$ cat src/rtl/scroll_selector_if.sv
// ---------------------------------------------------------------------------
// scroll_selector_if
// Groups the button inputs and the position outputs of scroll_selector.
//   in_left, in_right : button levels, already synchronized to clk
//   pos               : current position index (PW bits)
//   sel_onehot        : one-hot decode of pos (N_POS bits)
//   at_min, at_max    : pos is at the lower / upper end
//   moved             : one-cycle pulse after pos changed
// The slave modport belongs to the tracker and the master modport to whoever
// drives the buttons and consumes the position.
// ---------------------------------------------------------------------------
interface scroll_selector_if #(
  parameter int N_POS = 4,
  parameter int PW    = (N_POS > 1) ? $clog2(N_POS) : 1
);
  logic             in_left;
  logic             in_right;
  logic [PW-1:0]    pos;
  logic [N_POS-1:0] sel_onehot;
  logic             at_min;
  logic             at_max;
  logic             moved;

  modport master (
    output in_left, in_right,
    input  pos, sel_onehot, at_min, at_max, moved
  );

  modport slave (
    input  in_left, in_right,
    output pos, sel_onehot, at_min, at_max, moved
  );
endinterface

$ cat src/rtl/scroll_selector.sv
// ---------------------------------------------------------------------------
// scroll_selector
// Turns two level-sensitive direction buttons into a bounded position index.
// One step per press, optional hold-to-auto-repeat, saturating or wrapping
// at the ends.
//   clk    : clock
//   reset  : synchronous, active-high reset
//   bus    : scroll_selector_if.slave (buttons in, pos/sel_onehot/at_min/
//            at_max/moved out; all outputs registered)
// ---------------------------------------------------------------------------
module scroll_selector #(
  parameter int N_POS        = 4,
  parameter int WRAP         = 0,
  parameter int REPEAT_DELAY = 0,
  parameter int REPEAT_RATE  = 1
) (
  input  logic               clk,
  input  logic               reset,
  scroll_selector_if.slave   bus
);

  localparam int PW   = $clog2(N_POS);
  localparam int CMAX = (REPEAT_DELAY > REPEAT_RATE) ? REPEAT_DELAY : REPEAT_RATE;
  localparam int CW   = $clog2(CMAX + 1);

  localparam logic [PW-1:0]    POS_MAX  = PW'(N_POS - 1);
  localparam logic [N_POS-1:0] ONE_HOT0 = N_POS'(1);
  // With auto-repeat disabled the delay compare is never used.
  localparam logic [CW-1:0]    DLY_END  = (REPEAT_DELAY > 0) ? CW'(REPEAT_DELAY - 1) : CW'(0);
  localparam logic [CW-1:0]    RATE_END = CW'(REPEAT_RATE - 1);
  localparam bit               HAS_REPEAT = (REPEAT_DELAY != 0);

  typedef enum logic [1:0] {
    DIR_NONE  = 2'd0,
    DIR_RIGHT = 2'd1,
    DIR_LEFT  = 2'd2
  } dir_e;

  typedef enum logic [1:0] {
    ST_IDLE   = 2'd0,
    ST_FIRST  = 2'd1,
    ST_REPEAT = 2'd2
  } state_e;

  state_e           r_state;
  dir_e             r_dir_q;
  logic [CW-1:0]    r_cnt;
  logic [PW-1:0]    r_pos;
  logic [N_POS-1:0] r_sel;
  logic             r_at_min;
  logic             r_at_max;
  logic             r_moved;

  dir_e             w_dir;
  logic             w_fresh;
  logic             w_step;
  state_e           w_state_nxt;
  logic [CW-1:0]    w_cnt_nxt;
  logic [PW-1:0]    w_pos_nxt;

  // Explicit end compare keeps a non-power-of-2 N_POS inside 0..N_POS-1.
  function automatic logic [PW-1:0] step_pos(input logic [PW-1:0] p, input dir_e d);
    logic [PW-1:0] res;
    res = p;
    case (d)
      DIR_RIGHT: begin
        if (p == POS_MAX) begin
          res = (WRAP != 0) ? PW'(0) : p;
        end else begin
          res = p + PW'(1);
        end
      end
      DIR_LEFT: begin
        if (p == PW'(0)) begin
          res = (WRAP != 0) ? POS_MAX : p;
        end else begin
          res = p - PW'(1);
        end
      end
      default: res = p;
    endcase
    return res;
  endfunction

  // Direction sampled this edge; both or neither pressed counts as none.
  always_comb begin
    w_dir = DIR_NONE;
    if (bus.in_right && !bus.in_left) begin
      w_dir = DIR_RIGHT;
    end else if (bus.in_left && !bus.in_right) begin
      w_dir = DIR_LEFT;
    end else begin
      w_dir = DIR_NONE;
    end
  end

  // Fresh press or direct reversal relative to last edge's direction.
  assign w_fresh = (w_dir != DIR_NONE) && (w_dir != r_dir_q);

  // Next-state, counter and step decision.
  always_comb begin
    w_state_nxt = r_state;
    w_cnt_nxt   = r_cnt;
    w_step      = 1'b0;
    case (r_state)
      ST_IDLE: begin
        if (w_fresh) begin
          w_step      = 1'b1;
          w_cnt_nxt   = CW'(0);
          w_state_nxt = ST_FIRST;
        end else begin
          w_state_nxt = ST_IDLE;
        end
      end
      ST_FIRST: begin
        if (w_dir == DIR_NONE) begin
          w_cnt_nxt   = CW'(0);
          w_state_nxt = ST_IDLE;
        end else if (w_fresh) begin
          w_step      = 1'b1;
          w_cnt_nxt   = CW'(0);
          w_state_nxt = ST_FIRST;
        end else if (HAS_REPEAT && (r_cnt == DLY_END)) begin
          w_step      = 1'b1;
          w_cnt_nxt   = CW'(0);
          w_state_nxt = ST_REPEAT;
        end else if (HAS_REPEAT) begin
          w_cnt_nxt   = r_cnt + CW'(1);
        end else begin
          // No auto-repeat: park here until the direction changes.
          w_cnt_nxt   = r_cnt;
        end
      end
      ST_REPEAT: begin
        if (w_dir == DIR_NONE) begin
          w_cnt_nxt   = CW'(0);
          w_state_nxt = ST_IDLE;
        end else if (w_fresh) begin
          w_step      = 1'b1;
          w_cnt_nxt   = CW'(0);
          w_state_nxt = ST_FIRST;
        end else if (r_cnt == RATE_END) begin
          w_step      = 1'b1;
          w_cnt_nxt   = CW'(0);
        end else begin
          w_cnt_nxt   = r_cnt + CW'(1);
        end
      end
      default: begin
        w_cnt_nxt   = CW'(0);
        w_state_nxt = ST_IDLE;
      end
    endcase
  end

  assign w_pos_nxt = w_step ? step_pos(r_pos, w_dir) : r_pos;

  // State, direction history and registered outputs.
  always_ff @(posedge clk) begin
    if (reset) begin
      r_state  <= ST_IDLE;
      r_dir_q  <= DIR_NONE;
      r_cnt    <= CW'(0);
      r_pos    <= PW'(0);
      r_sel    <= ONE_HOT0;
      r_at_min <= 1'b1;
      r_at_max <= 1'b0;
      r_moved  <= 1'b0;
    end else begin
      r_state  <= w_state_nxt;
      r_dir_q  <= w_dir;
      r_cnt    <= w_cnt_nxt;
      r_pos    <= w_pos_nxt;
      r_sel    <= ONE_HOT0 << w_pos_nxt;
      r_at_min <= (w_pos_nxt == PW'(0));
      r_at_max <= (w_pos_nxt == POS_MAX);
      r_moved  <= (w_pos_nxt != r_pos);
    end
  end

  assign bus.pos        = r_pos;
  assign bus.sel_onehot = r_sel;
  assign bus.at_min     = r_at_min;
  assign bus.at_max     = r_at_max;
  assign bus.moved      = r_moved;

endmodule

$ cat src/flat_wrapper.sv
// flat-port wrapper written by rule: the top's interface ports become plain ports
module scroll_selector_flat 
#(
  parameter int N_POS        = 4,
  parameter int WRAP         = 0,
  parameter int REPEAT_DELAY = 0,
  parameter int REPEAT_RATE  = 1
)
  (clk, reset, bus_in_left, bus_in_right, bus_pos, bus_sel_onehot, bus_at_min, bus_at_max, bus_moved);
  scroll_selector_if #(.N_POS(N_POS)) bus_i ();
  input  logic clk;
  input  logic reset;
  input wire logic [$bits(bus_i.in_left)-1:0] bus_in_left;
  input wire logic [$bits(bus_i.in_right)-1:0] bus_in_right;
  output wire logic [$bits(bus_i.pos)-1:0] bus_pos;
  output wire logic [$bits(bus_i.sel_onehot)-1:0] bus_sel_onehot;
  output wire logic [$bits(bus_i.at_min)-1:0] bus_at_min;
  output wire logic [$bits(bus_i.at_max)-1:0] bus_at_max;
  output wire logic [$bits(bus_i.moved)-1:0] bus_moved;
  assign bus_i.in_left = bus_in_left;
  assign bus_i.in_right = bus_in_right;
  assign bus_pos = bus_i.pos;
  assign bus_sel_onehot = bus_i.sel_onehot;
  assign bus_at_min = bus_i.at_min;
  assign bus_at_max = bus_i.at_max;
  assign bus_moved = bus_i.moved;
  scroll_selector #(.N_POS(N_POS), .WRAP(WRAP), .REPEAT_DELAY(REPEAT_DELAY), .REPEAT_RATE(REPEAT_RATE)) u_core (.clk(clk), .reset(reset), .bus(bus_i));
endmodule
$ cat config.mk
export PLATFORM = sky130hd
export DESIGN_NAME = scroll_selector_flat
export DESIGN_NICKNAME = d
export VERILOG_FILES = /design/src/rtl/scroll_selector_if.sv /design/src/rtl/scroll_selector.sv /design/src/flat_wrapper.sv
export SDC_FILE = /design/constraint.sdc
export NUM_CORES = 1
export LEC_CHECK = 0
export CAP_MARGIN = 15
export CORE_AREA = 2 2 39 41
export DETAILED_ROUTE_END_ITERATION = 8
export DIE_AREA = 0 0 41 43
export PLACE_DENSITY = 0.7
export SLEW_MARGIN = 20
export SYNTH_ARGS = -nofsm -noshare
export SYNTH_HDL_FRONTEND = slang
export SYNTH_SLANG_ARGS = --single-unit
$ cat constraint.sdc
create_clock -name clk -period 1.6 [get_ports clk]
set_input_delay 0.24 -clock clk [delete_from_list [all_inputs] [get_ports clk]]
set_output_delay 0.24 -clock clk [all_outputs]
set_load 0.02 [all_outputs]
Word-level counts from Yosys, hierarchy flattened
Index checks and enable logic that the tools add are counted.

word-level totals
  register bits = 14
  output and inout port bits = 9
  word-level logic and storage cells = 54

operators by class
  $add $sub $neg = 3
  eq/ne operators = 9
  shift operators = 1
  mux-type cells = 22
  reduce and logical (&&, ||, !) cells = 11

operators by type and width
  cell                                                    number
  2-to-1 mux 2 bit                                        7
  2-to-1 mux 1 bit                                        11
  == test 2 bit (second input constant)                   4
  logical NOT 2 bit                                       4
  one-hot mux 2 bit (2 select lines)                      2
  one-hot mux 1 bit (3 select lines)                      2
  == test 2 x 1 -> 1 bit (second input constant)          2
  inequality test 2 bit                                   2
  left shift 1 x 2 -> 4 bit (first input constant)        1
  logical AND 1 bit                                       3
  inequality test 3 x 1 -> 1 bit (second input constant)  1
  adder 2 x 1 -> 2 bit (second input constant)            1
  logical NOT 1 bit                                       2
  nonzero test 2 bit                                      1
  OR reduction 2 bit                                      1
  subtractor 2 x 1 -> 2 bit (second input constant)       1
  adder 1 bit (second input constant)                     1

Longest topological paths before layout
  depth after elaboration = 11
  mapped depth = 6
  mapped depth without buffers = 5

Worst setup path after synthesis
No wires, ideal clock.

  kind = input to register
  start = in bus_in_right
  end = reg u_core.r_pos[0], in the netlist u_core.bus.pos[0]
  setup time = 0.127 ns
  arrival = 1.323 ns
  required time = 1.473 ns
  slack = 0.150 ns
  stages on the path = 5
  buffers on the path = 0
  path through = inv_1 ha_1 xor2_2 o221a_2 or3_1

between the ends
  cells in the longest elaborated chain, start to end = 10

RTL lines
  what                                                         line                                                                    RTL
  start, declared                                              flat_wrapper.sv:14                                                      input wire logic [$bits(bus_i.in_right)-1:0] bus_in_right;
  logical NOT 1 bit                                            scroll_selector.sv:90                                                   end else if (bus.in_left && !bus.in_right) begin
  logical AND 1 bit                                            scroll_selector.sv:90
  2-to-1 mux 2 bit                                             scroll_selector.sv:90
  2-to-1 mux 2 bit (*)                                         scroll_selector.sv:88                                                   if (bus.in_right && !bus.in_left) begin
  via u_core.w_dir[1]                                          scroll_selector.sv:54                                                   dir_e w_dir;
  inequality test 2 bit or nonzero test 2 bit (tied branches)  scroll_selector.sv:98                                                   assign w_fresh = (w_dir != DIR_NONE) && (w_dir != r_dir_q);
  logical AND 1 bit                                            scroll_selector.sv:98
  2-to-1 mux 1 bit, on equally long branches                   scroll_selector.sv:138, scroll_selector.sv:107, scroll_selector.sv:119
  2-to-1 mux 1 bit, on equally long branches                   scroll_selector.sv:135, scroll_selector.sv:116
  one-hot mux 1 bit (3 select lines)                           scroll_selector.sv:105                                                  case (r_state)
  2-to-1 mux 2 bit (*)                                         scroll_selector.sv:156                                                  assign w_pos_nxt = w_step ? step_pos(r_pos, w_dir) : r_pos;
  end signal, assigned                                         scroll_selector.sv:173                                                  r_pos <= w_pos_nxt;
  end, declared                                                scroll_selector.sv:48                                                   logic [PW-1:0] r_pos;

The timed path passes the listed nets; every way through them passes the cells marked *.
A chain may end at the register's enable or synchronous reset.

Worst setup path after layout
  start = reg u_core.r_pos[1], in the netlist u_core.bus.pos[1]
  end = out bus_pos[1]

RTL lines
  what           line                RTL
  end, declared  flat_wrapper.sv:15  output wire logic [$bits(bus_i.pos)-1:0] bus_pos;

No word-level cell between the ends.

==> impl_metrics.json <==
{
  "min_period_over_period_pct": 90.9,
  "leakagePower_nw": 0.375,
  "tightest_slew_ns": 0.313,
  "maxSlewHeadroom_pct": 79.1,
  "setup_violations": 0,
  "routed_wl_um": 1300,
  "layout.nets": 94,
  "critPathBufInv": 1,
  "grt_overflow_total": 0,
  "die_h_um": 43,
  "netlist_area_um2": 577,
  "yosys.cell_types.count": 32,
  "drv_cap": 0,
  "ant_nets": 0,
  "cp.arrival_ns": 1.21,
  "cp_max_fo": 3,
  "setup_slack_ns": 0.146,
  "yosysSeqAreaShare_pct": 34.7,
  "clk_pin_slew_ns": 0.07,
  "cts_sinks": 10,
  "synth-xor-area-share_pct": 4.34,
  "die_area_um2": 1760,
  "postCtsHoldBufs": 0,
  "vdd_ir_drop_max_uv": 504,
  "grt_max_degree": 10,
  "diodes": 0,
  "core-area_um2": 1380,
  "drtIter0Drc": 11,
  "dpl.hpwl_um": 1000,
  "crit_family": "buffers and inverters",
  "cts_htree_levels": 1,
  "status": "finished, final reports clean",
  "synth_compound_area_share_pct": 19.1,
  "start_util_pct": 41.7,
  "cp-end-kind": "primary output",
  "max_clock_freq_mhz": 688,
  "critPathRequiredTime_ns": 1.36,
  "vias": 564,
  "design_area_um2": 868,
  "hold_viol": 0,
  "syn2layout_area_growth_pct": 50.5,
  "drc_errors": 0,
  "worst_setup_path_start_kind": "flip-flop",
  "layout_commonest_cell": "buf_4",
  "critical_path_class": "reg2out",
  "synth-adder-area-share_pct": 6.51,
  "final_core_util_pct": 62.7,
  "rsz0062_at_grt": "false",
  "synth-simple-area-share_pct": 23.9,
  "slew_violations": 0,
  "avgSynthCellArea_um2": 9.16,
  "die-width_um": 41,
  "grt_pass1_wl_um": 2100,
  "max_stage_delay_ns": 0.61,
  "cts_max_path_buffers": 2,
  "postCtsSetupRepairBufs": 0,
  "cp_cell_sequence": "clkdlybuf4s50_1",
  "synthMuxAreaShare_pct": 3.47,
  "cts_tree": "built",
  "layout-drive-gt1-share_pct": 30.2,
  "place_area_um2": 772,
  "synthCells": 63,
  "boundaryPins": 13,
  "gp_congestion": 0.897,
  "synth_top_family_by_area": "simple AND/OR/NAND/NOR gates",
  "drt-wirelength-per-cell_um": 12.8,
  "synth-warning-count": 0,
  "fin_crit_ns": 1.45,
  "clk_latency_ns": 0.27,
  "holdCritPathClass": "in2reg",
  "via_per_inst": 5.53,
  "ys_seq_elements": 10,
  "antenna_found_initial": 0,
  "tns_ns": 0,
  "grt_pass1_vias": 515,
  "rows": 14,
  "nFillCells": 129,
  "synth_fp_nets": 70,
  "first_pass_iters": 6,
  "pre_cts_ws_ns": -0.386,
  "io_buffer_count": 12,
  "clock_skew_ns": 0.00597,
  "final_cell_mix": "buf_4, dfxtp_1, clkdlybuf4s50_1",
  "cp_slowest_cell": "clkdlybuf4s50_1",
  "grt_use_total_pct": 17.9,
  "p_per_area_nw_per_um2": 751,
  "cts_root_buffer": "clkbuf_4",
  "cts_buffers": 3
}
-- per-layer routing --
| metal | wire length [um] | share of wire, % | global-route usage [%] | up-vias |
|---|---|---|---|---|
| li1 | - | - | - | 268 |
| met1 | 534 | 41 | 21.3 | 273 |
| met2 | 685 | 53 | 28.4 | 16 |
| met3 | 47 | 3.6 | 4.71 | 7 |
| met4 | 34 | 2.6 | 8.00 | 0 |
| met5 | 0 | 0 | 0 | - |
-- repair_timing --
action / in CTS / in global routing
cloned: 0 / 0
setup endpoints to repair: 8 / 8
resized for setup: 6 / 7
pin swaps: 2 / 0
-- state kept, by name, summed over array words and instances (netlist names) --
signal	cells
u_core.r_dir_q	2
u_core.bus.at_max	1
u_core.bus.pos	2
u_core.bus.sel_onehot	4
u_core.bus.moved	1
-- worst paths after layout --
kind                           startpoint                                   to  slack [ns]  cells past startpoint
max          u_core.bus.pos[1]$_SDFF_PP0_                           bus_pos[1]        0.15                      1
min                          bus_in_right         u_core.r_dir_q[1]$_SDFF_PP0_        0.52                      4
max reg2reg  u_core.bus.pos[0]$_SDFF_PP0_  u_core.bus.sel_onehot[1]$_SDFF_PP0_        0.22                      4
min reg2reg  u_core.bus.pos[1]$_SDFF_PP0_  u_core.bus.sel_onehot[2]$_SDFF_PP0_        0.66                      3
-- synthesized netlist by cell type --
library cell  instances  area (um2)
xor2_1                1        8.76
o221a_2               1        11.3
nor2b_1               4        25.0
mux2i_1               2        20.0
buf_2                 1        5.00
o31a_1                1        8.76
a211o_1               1        8.76
nand2_1               2        7.51
buf_4                 1        7.51
nor3b_1               1        7.51
buf_6                 1        11.3
ha_1                  3        37.5
a21oi_1               1        5.00
and2_4                1        8.76
o21bai_1              1        7.51
nand3_1               1        5.00
xor2_2                1        16.3
o22ai_1               1        6.26
nand2b_1              2        12.5
clkbuf_1              1        3.75
o211ai_1              1        7.51
dfxtp_1              10         200
o21ai_2               1        8.76
nor2_1                2        7.51
a211oi_1              3        22.5
nor4_2                1        12.5
o221ai_1              1        8.76
and3b_1               1        8.76
o21a_1                2        15.0
inv_1                 5        18.8
or3_1                 2        12.5
nor3_1                6        30.0
-- layout make-up --
| class | count | area, um2 | share of cell area [%] |
|---|---|---|---|
| multi-input cells | 44 | 387 | 44.5 |
| well taps | 16 | 20.0 | 2.31 |
| clock buffers | 4 | 36.3 | 4.18 |
| inverters | 5 | 18.8 | 2.16 |
| flip-flops and latches | 10 | 200 | 23.1 |
| repair buffers | 23 | 206 | 23.8 |
-- logic make-up (layout without fill, tap and decap cells) --
kind of cell / count (synthesis) / count (layout)
simple gates: 23 / 23
compound gates: 14 / 14
flops: 10 / 10
buf+inv: 9 / 32
fa+ha+maj: 3 / 3
xor+xnor: 2 / 2
mux: 2 / 2
-- per-stage QoR --
stage | hold WS [ns] | std cells | power, mW
after floorplan | 0.542 | 63 | 0.355
after global placement | 0.660 | 98 | 0.409
final | 0.521 | 102 | 0.653
after CTS | 0.667 | 102 | 0.647
after global routing | 0.550 | 102 | 0.691
after detailed placement | 0.661 | 98 | 0.412
-- report_power, final --
group	total, mW	internal (mW)	switching (mW)
clock network	0.227	0.138	0.0889
logic	0.158	0.0794	0.0789
registers	0.267	0.258	0.00933
total	0.653	0.475	0.177
(Power assumes the default switching activity.)
